[config.mk]
export PLATFORM = sky130hd
export DESIGN_NAME = traffic_conflict_monitor
export DESIGN_NICKNAME = d
export VERILOG_FILES = /design/src/rtl/traffic_conflict_monitor.sv
export SDC_FILE = /design/constraint.sdc
export NUM_CORES = 1
export LEC_CHECK = 0
export ABC_AREA = 1
export CORE_MARGIN = 8
export CORE_UTILIZATION = 59
export CTS_CLUSTER_SIZE = 20
export DETAILED_ROUTE_END_ITERATION = 10
export PLACE_DENSITY = 0.82
export SLEW_MARGIN = 10
export SYNTH_ARGS = -nofsm -noshare
export SYNTH_HDL_FRONTEND = slang
export SYNTH_SLANG_ARGS = --single-unit
[constraint.sdc]
create_clock -name clk -period 5.1 [get_ports clk]
set_input_delay 0.51 -clock clk [delete_from_list [all_inputs] [get_ports clk]]
set_output_delay 0.51 -clock clk [all_outputs]
set_load 0.02 [all_outputs]
[src/rtl/traffic_conflict_monitor.sv]
// Traffic light conflict monitor: passes controller light codes to the lamps
// with one cycle of latency, and latches a fail-safe flashing-red state on a
// conflict, invalid-encoding or yellow-timing violation.
module traffic_conflict_monitor #(
  parameter int YMIN        = 2,
  parameter int YMAX        = 5,
  parameter int FILT        = 2,
  parameter int STARTUP_CYC = 3
) (
  input  logic       clk,
  input  logic       rst,
  input  logic [2:0] light_M1,
  input  logic [2:0] light_M2,
  input  logic [2:0] light_MT,
  input  logic [2:0] light_S,
  output logic [2:0] lamp_M1,
  output logic [2:0] lamp_M2,
  output logic [2:0] lamp_MT,
  output logic [2:0] lamp_S,
  output logic       fault,
  output logic [1:0] fault_code,
  output logic [3:0] fault_dir
);

  localparam logic [2:0] RED  = 3'b100;
  localparam logic [2:0] YEL  = 3'b010;
  localparam logic [2:0] GRN  = 3'b001;
  localparam logic [2:0] DARK = 3'b000;

  localparam int FW = $clog2(FILT + 1);
  localparam int SW = (STARTUP_CYC < 2) ? 1 : $clog2(STARTUP_CYC);
  localparam logic [FW-1:0] FILT_L     = FW'(FILT);
  localparam logic [SW-1:0] START_LAST = SW'(STARTUP_CYC - 1);
  localparam logic [2:0]    YMIN_L     = 3'(YMIN);
  localparam logic [3:0]    YLIM_L     = 4'(YMAX + 1);

  typedef enum logic [1:0] {
    ST_STARTUP = 2'd0,
    ST_MONITOR = 2'd1,
    ST_FAULT   = 2'd2
  } state_t;

  state_t state_reg, state_next;

  logic [SW-1:0] start_cnt_reg;
  logic          det_reg;
  logic [1:0]    det_code_reg;
  logic [3:0]    det_dir_reg;
  logic          fault_reg;
  logic [1:0]    fault_code_reg;
  logic [3:0]    fault_dir_reg;

  // Direction order everywhere is {M1, M2, MT, S}, M1 in the top slot.
  logic [11:0] light_all;
  logic [11:0] lamp_all;
  logic [3:0]  open_w;
  logic [3:0]  enc_w;
  logic [3:0]  tim_w;

  logic       conf_s;
  logic       conf_mt;
  logic [3:0] conf_dir;
  logic [1:0] det_code_next;
  logic [3:0] det_dir_next;

  assign light_all = {light_M1, light_M2, light_MT, light_S};

  for (genvar gi = 0; gi < 4; gi++) begin : gen_dir
    logic [2:0]    code;
    logic          valid;
    logic [2:0]    lamp_reg;
    logic [2:0]    prev_reg;
    logic [2:0]    ycnt_reg;
    logic [FW-1:0] fcnt_reg;
    logic [2:0]    ycnt_inc;
    logic [FW-1:0] fcnt_inc;
    logic          tim_hit;

    assign code     = light_all[gi*3 +: 3];
    assign valid    = (code == RED) || (code == YEL) || (code == GRN);
    assign ycnt_inc = (ycnt_reg == 3'd7) ? ycnt_reg : ycnt_reg + 3'd1;
    assign fcnt_inc = (fcnt_reg == FILT_L) ? fcnt_reg : fcnt_reg + FW'(1);

    assign open_w[gi]            = valid && (code != RED);
    assign enc_w[gi]             = !valid && (fcnt_inc == FILT_L);
    assign tim_w[gi]             = tim_hit;
    assign lamp_all[gi*3 +: 3]   = lamp_reg;

    // Transition legality and yellow duration against the last valid code.
    always_comb begin
      tim_hit = 1'b0;
      if (valid) begin
        case (prev_reg)
          RED:     tim_hit = (code == YEL);
          GRN:     tim_hit = (code == RED);
          YEL:     tim_hit = (code == GRN) || ((code == RED) && (ycnt_reg < YMIN_L));
          default: tim_hit = 1'b0;
        endcase
        if ((code == YEL) && ({1'b0, ycnt_inc} >= YLIM_L)) begin
          tim_hit = 1'b1;
        end
      end
    end

    // Lamp drive and per-direction history; invalid samples freeze history.
    always_ff @(posedge clk) begin
      if (rst) begin
        lamp_reg <= RED;
        prev_reg <= RED;
        ycnt_reg <= 3'd0;
        fcnt_reg <= '0;
      end else begin
        case (state_reg)
          ST_MONITOR: begin
            if (det_reg) begin
              lamp_reg <= RED;
            end else if (valid) begin
              lamp_reg <= code;
              prev_reg <= code;
              ycnt_reg <= (code == YEL) ? ycnt_inc : 3'd0;
              fcnt_reg <= '0;
            end else begin
              fcnt_reg <= fcnt_inc;
            end
          end
          ST_FAULT: begin
            lamp_reg <= (lamp_reg == RED) ? DARK : RED;
          end
          default: begin
            lamp_reg <= RED;
            prev_reg <= RED;
            ycnt_reg <= 3'd0;
            fcnt_reg <= '0;
          end
        endcase
      end
    end
  end

  // Classify this cycle's sample; conflict outranks encoding outranks timing.
  always_comb begin
    conf_s   = open_w[0] && (open_w[3] || open_w[2] || open_w[1]);
    conf_mt  = open_w[1] && open_w[2];
    conf_dir = 4'b0000;
    if (conf_s) begin
      conf_dir = conf_dir | {open_w[3:1], 1'b1};
    end
    if (conf_mt) begin
      conf_dir = conf_dir | 4'b0110;
    end
    det_code_next = 2'b00;
    det_dir_next  = 4'b0000;
    if (conf_dir != 4'b0000) begin
      det_code_next = 2'b01;
      det_dir_next  = conf_dir;
    end else if (enc_w != 4'b0000) begin
      det_code_next = 2'b10;
      det_dir_next  = enc_w;
    end else if (tim_w != 4'b0000) begin
      det_code_next = 2'b11;
      det_dir_next  = tim_w;
    end
  end

  // Next-state: timed startup, monitor until a detection, fault until reset.
  always_comb begin
    state_next = state_reg;
    case (state_reg)
      ST_STARTUP: if (start_cnt_reg == START_LAST) state_next = ST_MONITOR;
      ST_MONITOR: if (det_reg) state_next = ST_FAULT;
      ST_FAULT:   state_next = ST_FAULT;
      default:    state_next = ST_STARTUP;
    endcase
  end

  // State register.
  always_ff @(posedge clk) begin
    if (rst) begin
      state_reg <= ST_STARTUP;
    end else begin
      state_reg <= state_next;
    end
  end

  // Startup timer, one-cycle detection stage and latched fault report.
  always_ff @(posedge clk) begin
    if (rst) begin
      start_cnt_reg  <= '0;
      det_reg        <= 1'b0;
      det_code_reg   <= 2'b00;
      det_dir_reg    <= 4'b0000;
      fault_reg      <= 1'b0;
      fault_code_reg <= 2'b00;
      fault_dir_reg  <= 4'b0000;
    end else begin
      case (state_reg)
        ST_STARTUP: begin
          start_cnt_reg <= start_cnt_reg + SW'(1);
          det_reg       <= 1'b0;
        end
        ST_MONITOR: begin
          if (det_reg) begin
            fault_reg      <= 1'b1;
            fault_code_reg <= det_code_reg;
            fault_dir_reg  <= det_dir_reg;
          end else begin
            det_reg      <= (det_code_next != 2'b00);
            det_code_reg <= det_code_next;
            det_dir_reg  <= det_dir_next;
          end
        end
        default: begin
        end
      endcase
    end
  end

  assign {lamp_M1, lamp_M2, lamp_MT, lamp_S} = lamp_all;
  assign fault      = fault_reg;
  assign fault_code = fault_code_reg;
  assign fault_dir  = fault_dir_reg;

endmodule

==> results by group, run 1 <==
Setup path
  – WS Path Type: primary input to register
  – Critical Path AT: 3.05 ns
  – Crit path launch type: primary input
  – WP data required: 5.36 ns
  – Critical-path cell list: clkdlybuf4s50_1 > inv_1 > o21ai_0 > a211oi_1
  – Endpoint class of the critical path: register
  – Reg2Reg Depth: 9
  – CP max FO: 29
  – Worst path slowest cell: clkdlybuf4s50_1
  – Slowest Stage Delay on Critical Path: 0.99 ns

Routing
  – Drt wl/cell: ~13 um
  – Drt initial violations: 210
  – # DRC: 0
  – Routed vias: 3327
  – DRT antenna net count: 0
  – Final WL: roughly 8200 um
  – WL met1: between 3000 and 4000 um
  – DR pass1 iterations: 5
  – Vias/cell: 5.490
  – Met3 layer wire length in the routed design: 462 um
  – Routed met2 length: about 4000 um
  – Highest routed layer: met4

STA
  – Setup TNS: 0 ns
  – RSZ-0062 raised after global routing: false
  – Final setup violation count: 0
  – Max transition margin: 0.2303
  – Achievable Freq: 358.1 MHz
  – Final worst path period share: 0.5476
  – Hold_ws: around 0.46 ns
  – Hold Vio Cnt, Final: 0
  – Tmin final: 2.793 ns
  – Tightest Pin Transition: 1.151 ns
  – Skew final: ~0.0073 ns
  – Max Slew Vio Count: 0

Logic synthesis
  – Synth Instances: 493
  – Synthesized area: 0.003483 mm2
  – Mapped Nets: 522
  – Top post-synthesis cells by area: dfxtp_1 (36%), nand2_1 (9.1%), nor2_1 (7.7%)
  – Post-Synth Simple-Gate Area: 0.3172
  – Sequential-to-total area share from yosys stat: 0.3563
  – Compound-Gate Fraction of Synth Area: 0.1857
  – Async set-reset flop share out of synthesis: 0
  – Synth cell count leaders: nand2_1 (84), nor2_1 (71), dfxtp_1 (62), inv_1 (53), a21oi_1 (51)
  – Syn_area_per_cell: 7.066 um2
  – Ys flop type: dfxtp_1
  – Library cells used by synthesis: 37
  – Top-area cell type share of the netlist area: 0.3563
  – Main combinational cell family by area after synthesis: simple AND/OR/NAND/NOR gates
  – Post-Synth Adder-Cell Area: 0.05388
  – Most common cell in the netlist: nand2_1
  – Area leader, netlist: dfxtp_1
  – Post-synthesis mux area share: 0
  – Yosys warns: 0
  – Register bit total from synthesis: 62
  – Number of flops mapped to enable cells by yosys: 0
  – Synth Area in XOR/XNOR: 0

Global routing
  – Largest net degree at the start of global routing: 30
  – Global-route wire length before repair: 14030 um
  – GRT overflow: 0
  – Antenna violations before repair: 0
  – Vias in the first global route: 3060
  – Total track usage: 0.2004

Clock network
  – CTS Sinks: 62
  – CTS Hold Bufs: 0
  – Clk Latency, worst-skew pair: around 0.35 ns
  – Post-CTS Resized: 0
  – Longest Clk Path Bufs: 2
  – Worst-path clk slew: 0.06 ns
  – Clock root buffer: clkbuf_8
  – Total CTS buffers: 9
  – Post-CTS setup buffers: 0
  – H-tree Lvls: 3
  – CTS tree: built

Finish
  – Nets: 555
  – Fin cells: 606
  – N_diodes: 0
  – Area growth from synthesis to layout: 15.62%
  – Share of layout cells above drive strength 1: 0.1224
  – Fill count: 520

Die
  – Die Area: 0.008618 mm2
  – Die Width: just over 90 um
  – FP Rows: 28
  – Initial Util: 0.5990
  – Io pins: 33
  – Die span in y: between 90 and 100 um
  – Core area: 0.005816 mm2

Worst hold path
  – Hold depth: 2
  – HP Class: register to register

Job
  – Max Cap Viol: 0

Placed design
  – Port bufs: 32
  – DP Cell Count: 590
  – Final weighted congestion in routability-driven placement: between 0.8 and 0.9
  – DP Wirelength: around 6000 um

Power
  – Pleak: 1.791 nW
  – Peak VDD IR: 0.2904 mV
  – Cell Pwr Density: 476.3 mW/mm2

Run status
  – Status: finished clean
## final timing paths
| kind | startpoint | end | slack, ns |
|---|---|---|---|
| max | rst | gen_dir[3].ycnt_reg[1]$_SDFFE_PP0P_ | 2.31 |
| min | gen_dir[0].fcnt_reg[1]$_SDFFE_PP0P_ | gen_dir[0].fcnt_reg[1]$_SDFFE_PP0P_ | 0.46 |
| max reg2reg | state_reg[1]$_SDFFE_PP0P_ | gen_dir[2].fcnt_reg[1]$_SDFFE_PP0P_ | 2.87 |
| min reg2reg | gen_dir[0].fcnt_reg[1]$_SDFFE_PP0P_ | gen_dir[0].fcnt_reg[1]$_SDFFE_PP0P_ | 0.46 |
## through the flow
stage	setup WS [ns]	util	power (W)	area [um2]
final	2.307	0.6926	0.001918	4028
after CTS	2.327	0.6926	0.001922	4028
after detailed placement	1.973	0.6614	0.001508	3846
after floorplan	3.487	-	0.001301	3483
after global placement	2.039	0.6614	0.001472	3846
after global routing	2.115	0.6926	0.002070	4028
## routing by layer
metal | global-route usage | up-vias
li1 | - | 1679
met1 | 0.2424 | 1542
met2 | 0.3243 | 92
met3 | 0.04531 | 14
met4 | 0.1047 | 0
met5 | 0 | -
## placed cells by master (no fill, tap or decap), drive strengths merged, types with 3 or more instances in the layout
cell / instances
clkinv: 4
ha: 15
a2111oi: 4
nand4: 3
clkdlybuf4s50: 32
dfxtp: 62
nand3b: 5
a21oi: 52
nand3: 35
nor2: 81
a211oi: 3
inv: 63
o21ai: 43
clkbuf: 11
nor3: 8
nand2: 100
## worst max-delay path, delay by kind of cell
family | cells | cell delay, ns
compound gates | 2 | 0.60
buf+inv | 2 | 1.93
## cell type report
cell class              instances  area, um2  area share
multi-input cells             357       1939      0.4815
flip-flops and latches         62       1241      0.3082
repair buffers                 33      327.8     0.08139
inverters                      63      244.0     0.06058
clock buffers                  11      131.4     0.03262
well taps                      75      93.84     0.02330
clock inverters                 5      50.05     0.01243
## power breakdown
group	leakage, nW	switching (W)	internal (W)
logic	1.19	0.000521	0.000279
registers	0.505	0.0000941	0.000609
clock network	0.0968	0.000193	0.000223
total	1.79	0.000808	0.00111
## cell families after synthesis
family                   Yosys count
adder cells (fa/ha/maj)           15
flip-flops                        62
buffers and inverters             74
AND/OR/NAND/NOR                  233
AO/OA/AOI/OAI                    109
Power figures use the tool's default switching activity.
==> run 2: changes to the inputs <==
--- a/config.mk
+++ b/config.mk
@@ -7,10 +7,10 @@
 export LEC_CHECK = 0
 export ABC_AREA = 1
 export CORE_MARGIN = 8
-export CORE_UTILIZATION = 59
+export CORE_UTILIZATION = 57
 export CTS_CLUSTER_SIZE = 20
 export DETAILED_ROUTE_END_ITERATION = 10
-export PLACE_DENSITY = 0.82
+export PLACE_DENSITY = 0.79
 export SLEW_MARGIN = 10
 export SYNTH_ARGS = -nofsm -noshare
 export SYNTH_HDL_FRONTEND = slang
==> constraint.sdc (replaced) <==
create_clock -name clk -period 2.6 [get_ports clk]
set_input_delay 0.26 -clock clk [delete_from_list [all_inputs] [get_ports clk]]
set_output_delay 0.26 -clock clk [all_outputs]
set_load 0.02 [all_outputs]
==> run 2 against run 1 <==
Against the previous run: cell count rose by 0.50%; sequential power increased by 96%; register-to-register slack lost 2.3 ns; critical path depth is 4 higher; non-clock buffer count is 3 higher; combinational power rose by 99%; count of clock-buffer cells in the layout is 1 lower; via count shrank 0.12%; critical endpoint is now gen_dir[3].fcnt_reg[1]$_SDFFE_PP0P_; worst setup slack lost 1.7 ns; sequential share of layout area decreased by 0.30 points; largest cell class unchanged.
==> results by group, run 2 (synthesized netlist as in run 1, its figures left out) <==
STA
  – Hold Vio Cnt, Final: 0
  – Skew final: 0.01049 ns
  – Setup TNS: 0 ns
  – RSZ-0062 raised after global routing: false
  – Tmin final: 2.037 ns
  – Max Slew Vio Count: 0
  – Hold_ws: 0.4752 ns
  – Tightest Pin Transition: 0.6038 ns
  – Max transition margin: 0.5960
  – Final setup violation count: 0
  – Achievable Freq: 490.9 MHz
  – Final worst path period share: 0.7836

Die
  – FP Rows: 28
  – Die Area: 0.008869 mm2
  – Die Width: 94.18 um
  – Die span in y: between 90 and 100 um
  – Core area: 0.005921 mm2
  – Io pins: 33
  – Initial Util: 0.5883

Clock network
  – CTS Sinks: 62
  – Clock root buffer: clkbuf_8
  – Post-CTS setup buffers: 0
  – CTS Hold Bufs: 0
  – H-tree Lvls: 3
  – Longest Clk Path Bufs: 2
  – Worst-path clk slew: 0.07 ns
  – Total CTS buffers: 9
  – CTS tree: built
  – Clk Latency, worst-skew pair: 0.34 ns
  – Post-CTS Resized: 0

Power
  – Pleak: 1.810 nW
  – Peak VDD IR: roughly 0.5 mV
  – Switching share of power: 0.4213
  – Internal: 0.002219 W
  – Share of total power in sequential cells: 0.361
  – Sw Pwr: 0.001615 W
  – Clock power share: 0.224
  – Cell Pwr Density: about 940 mW/mm2
  – Combinational fraction of design power: 0.415

Setup path
  – Worst path slowest cell: ha_1
  – Crit path launch type: register
  – R2R setup slack: 0.56 ns
  – CP max FO: 10
  – Critical Path AT: 2.30 ns
  – Slowest Stage Delay on Critical Path: 0.40 ns
  – WS Path Type: register to register
  – Endpoint class of the critical path: register
  – WP data required: ~2.9 ns
  – Critical path's most frequent cell: inv_1
  – Critical-path cell list: inv_1 > ha_1 > inv_1 > nor2_2 > inv_2 > nor2_1 > nand3_1 > a21oi_1

Global routing
  – GRT overflow: 0
  – Antenna violations before repair: 0
  – Vias in the first global route: 3091
  – Largest net degree at the start of global routing: 27
  – Global-route wire length before repair: 14350 um
  – Total track usage: 0.2015

Finish
  – Fill count: 519
  – Fin cells: 609
  – Commonest cells after routing, fill and taps aside: nand2_1 (84), nor2_1 (71), dfxtp_1 (62)
  – N_diodes: 0
  – Nets: 558
  – Most common cell after layout, fill and taps aside: nand2_1
  – Multi-input logic area: 0.001939 mm2
  – Final instance area: 0.004068 mm2
  – Share of layout cells above drive strength 1: 0.1311
  – Post-layout util: 0.6870
  – Area growth from synthesis to layout: 16.77%
  – Reg area: 0.001241 mm2

Routing
  – DRT antenna net count: 0
  – DR pass1 iterations: 5
  – Routed vias: around 3.3k
  – # DRC: 0
  – Final WL: 8423 um
  – Drt initial violations: 219
  – Vias/cell: 5.456
  – Drt wl/cell: roughly 14 um

Placed design
  – Port bufs: 32
  – Final weighted congestion in routability-driven placement: 0.8687
  – DP Wirelength: 6213 um
  – Placed cell area: between 0.003 and 0.004 mm2
  – DP Cell Count: 593

Job
  – Max Cap Viol: 0

Worst hold path
  – HP Class: register to register

Run status
  – Status: finished clean
[run 2: worst paths after layout]
check	from	endpoint	depth (start not counted)
worst min register to register	gen_dir[1].fcnt_reg[1]$_SDFFE_PP0P_	gen_dir[1].fcnt_reg[1]$_SDFFE_PP0P_	2
worst max register to register	state_reg[1]$_SDFFE_PP0P_	gen_dir[3].fcnt_reg[1]$_SDFFE_PP0P_	8
worst min-delay path	gen_dir[1].fcnt_reg[1]$_SDFFE_PP0P_	gen_dir[1].fcnt_reg[1]$_SDFFE_PP0P_	2
worst max-delay path	state_reg[1]$_SDFFE_PP0P_	gen_dir[3].fcnt_reg[1]$_SDFFE_PP0P_	8
[run 2: cell type report]
class                           count  area share
Inverter                           63     0.05998
Clock inverter                      6     0.01507
Sequential cell                    62      0.3051
Clock buffer                       10     0.03384
Multi-Input combinational cell    357      0.4768
Timing Repair Buffer               36     0.08613
Tap cell                           75     0.02307
[run 2: routing by layer]
| metal | share of wire | GRT usage |
|---|---|---|
| met3 | 0.064 | 0.05675 |
| met1 | 0.45 | 0.2487 |
| met2 | 0.47 | 0.3256 |
| met4 | 0.016 | 0.07001 |
| met5 | 0 | 0 |
[run 2: power by group through the flow]
stage	Clock [W]	Combinational (W)	Sequential, W
5_1_grt	0.000922	0.00179	0.00142
3_5_place_dp	0	0.00158	0.00140
4_1_cts	0.000866	0.00158	0.00138
2_1_floorplan	0	0.00118	0.00138
6_report	0.000857	0.00159	0.00138
3_3_place_gp	0	0.00153	0.00139
[run 2: critical path, delay by kind of cell, from the launching register on]
kind,cells,cell delay [ns]
adders and majority gates,1,0.40
and+or+nand+nor,3,0.74
buffers and inverters,3,0.36
DFF,1,0.32
AOI/OAI and AO/OA,1,0.14
[run 2: per-stage QoR]
step	setup slack (ns)	total power (W)
final	0.5627	0.003834
after global routing	0.3686	0.004127
after CTS	0.5975	0.003829
after detailed placement	0.5636	0.002972
after global placement	0.6272	0.002924
after floorplan	0.9869	0.002553
==> run 3: changes to the inputs <==
==> constraint.sdc (replaced) <==
create_clock -name clk -period 2.1 [get_ports clk]
set_input_delay 0.21 -clock clk [delete_from_list [all_inputs] [get_ports clk]]
set_output_delay 0.21 -clock clk [all_outputs]
set_load 0.02 [all_outputs]
==> run 3 against run 2 <==
Against the previous run: global-route usage down 0.26 points; core utilization is 0.40 points higher; die area did not move; sequential share of layout area decreased by 0.18 points; critical path depth grew 2; largest cell class unchanged; highest routed layer unchanged; flip-flop and latch count stayed put.
==> results by group, run 3 (synthesized netlist as in run 1, its figures left out) <==
Clock network
  – CTS tree: built
  – CTS Hold Bufs: 0
  – Clk Latency, worst-skew pair: 0.34 ns
  – H-tree Lvls: 3
  – CTS Sinks: between 60 and 70
  – Total CTS buffers: 9
  – Post-CTS setup buffers: 0
  – Longest Clk Path Bufs: 2
  – Worst-path clk slew: around 0.07 ns
  – Post-CTS Resized: 0
  – Clock root buffer: clkbuf_8

STA
  – Tmin final: between 1.5 and 2 ns
  – Max transition margin: 0.7098
  – Hold Vio Cnt, Final: 0
  – Max Slew Vio Count: 0
  – Final setup violation count: 0
  – Final worst path period share: 0.8739
  – Setup TNS: 0 ns
  – RSZ-0062 raised after global routing: false
  – Hold_ws: 0.4689 ns
  – Achievable Freq: about 540 MHz
  – Skew final: between 0.01 and 0.015 ns
  – Tightest Pin Transition: 0.4337 ns

Global routing
  – Vias in the first global route: 3129
  – Largest net degree at the start of global routing: 30
  – Total track usage: 0.1989
  – GRT overflow: 0
  – Antenna violations before repair: 0
  – Global-route wire length before repair: between 10000 and 15000 um

Finish
  – Share of layout cells above drive strength 1: 0.1341
  – Most common cell after layout, fill and taps aside: nand2_1
  – Commonest cells after routing, fill and taps aside: nand2_1 (84), nor2_1 (71), dfxtp_1 (62)
  – Area growth from synthesis to layout: 17.46%
  – Fin cells: 612
  – N_diodes: 0
  – Nets: 561

Setup path
  – Critical Path AT: 2.06 ns
  – Slowest Stage Delay on Critical Path: about 0.4 ns
  – WS Path Type: register to register
  – Reg2Reg Depth: 10
  – Crit path launch type: register
  – Worst path top cell family by delay: simple AND/OR/NAND/NOR gates
  – CP max FO: 5
  – CP Depth: 10
  – Endpoint class of the critical path: register
  – Worst path slowest cell: dfxtp_1
  – Critical-path cell list: ha_1 > nand2_1 > o21ai_1 > nand2_1 > a21oi_1 > nand2_1 > nor2_1 > nand3_1 > nor2_1 > nor2_1
  – Crit path buf inv count: 0
  – WP data required: 2.33 ns

Routing
  – # DRC: 0
  – Vias/cell: 5.477
  – Drt wl/cell: 13.87 um
  – Routed vias: between 3k and 4k
  – Drt initial violations: 194
  – DRT antenna net count: 0
  – DR pass1 iterations: 5
  – Final WL: 8491 um

Power
  – Clock power share: 0.223
  – Peak VDD IR: 0.5905 mV
  – Internal: 0.002807 W
  – Power Total: 0.004795 W
  – Sw Pwr: 0.001988 W
  – Switching share of power: 0.4146
  – Share of total power in sequential cells: 0.353
  – Combinational fraction of design power: 0.424
  – Cell Pwr Density: 1172 mW/mm2
  – Pleak: 1.830 nW

Job
  – Max Cap Viol: 0

Die
  – FP Rows: 28
  – Die Width: 94.18 um
  – Core area: 0.005921 mm2
  – Die span in y: 94.18 um
  – Initial Util: 0.5883
  – Io pins: 33
  – Die Area: ~0.0089 mm2

Placed design
  – Final weighted congestion in routability-driven placement: 0.8860
  – Port bufs: 32
  – DP Wirelength: 6191 um
  – DP Cell Count: ~600

Worst hold path
  – HP Class: register to register
  – Hold depth: 2

Run status
  – Status: finished clean
## run 3: worst min-delay path, stage by stage, from the launching register on
cell	delay, ns
dfxtp_1	0.31
nand2_1	0.06
a21oi_1	0.06
## run 3: area by class of cell
cell class / count / area [um2]
multi-input combinational: 357 / 1939
fill: 508 / 1829
sequential: 62 / 1241
timing repair buffer: 39 / 372.9
inverter: 63 / 244.0
clock buffer: 12 / 155.1
tap: 75 / 93.84
clock inverter: 4 / 45.04
## run 3: final timing paths
path | start | end | slack (ns)
setup / recovery | gen_dir[3].ycnt_reg[1]$_SDFFE_PP0P_ | det_reg$_SDFFE_PP0P_ | 0.26
hold / removal | gen_dir[0].fcnt_reg[1]$_SDFFE_PP0P_ | gen_dir[0].fcnt_reg[1]$_SDFFE_PP0P_ | 0.47
setup reg to reg | gen_dir[3].ycnt_reg[1]$_SDFFE_PP0P_ | det_reg$_SDFFE_PP0P_ | 0.26
hold reg to reg | gen_dir[0].fcnt_reg[1]$_SDFFE_PP0P_ | gen_dir[0].fcnt_reg[1]$_SDFFE_PP0P_ | 0.47
## run 3: routing by layer
layer  GRT usage  wire length (um)
met1      0.2378              3719
met2      0.3343              4104
met3     0.04396               512
met4     0.08190               154
met5           0                 0
## run 3: power by group through the flow
stage	logic (W)	registers, W	clock network (W)
after floorplan	0.00146	0.00170	0
after global placement	0.00195	0.00171	0
after detailed placement	0.00201	0.00172	0
after CTS	0.00202	0.00169	0.00109
after global routing	0.00229	0.00173	0.00113
final	0.00203	0.00169	0.00107
## run 3: per-stage QoR
stage | utilization | setup WS (ns) | area [um2]
after floorplan | - | 0.4869 | 3483
after global placement | 0.6572 | 0.1795 | 3891
after detailed placement | 0.6572 | 0.1438 | 3891
after CTS | 0.6910 | 0.2107 | 4091
after global routing | 0.6910 | 0.01719 | 4091
final | 0.6910 | 0.2648 | 4091
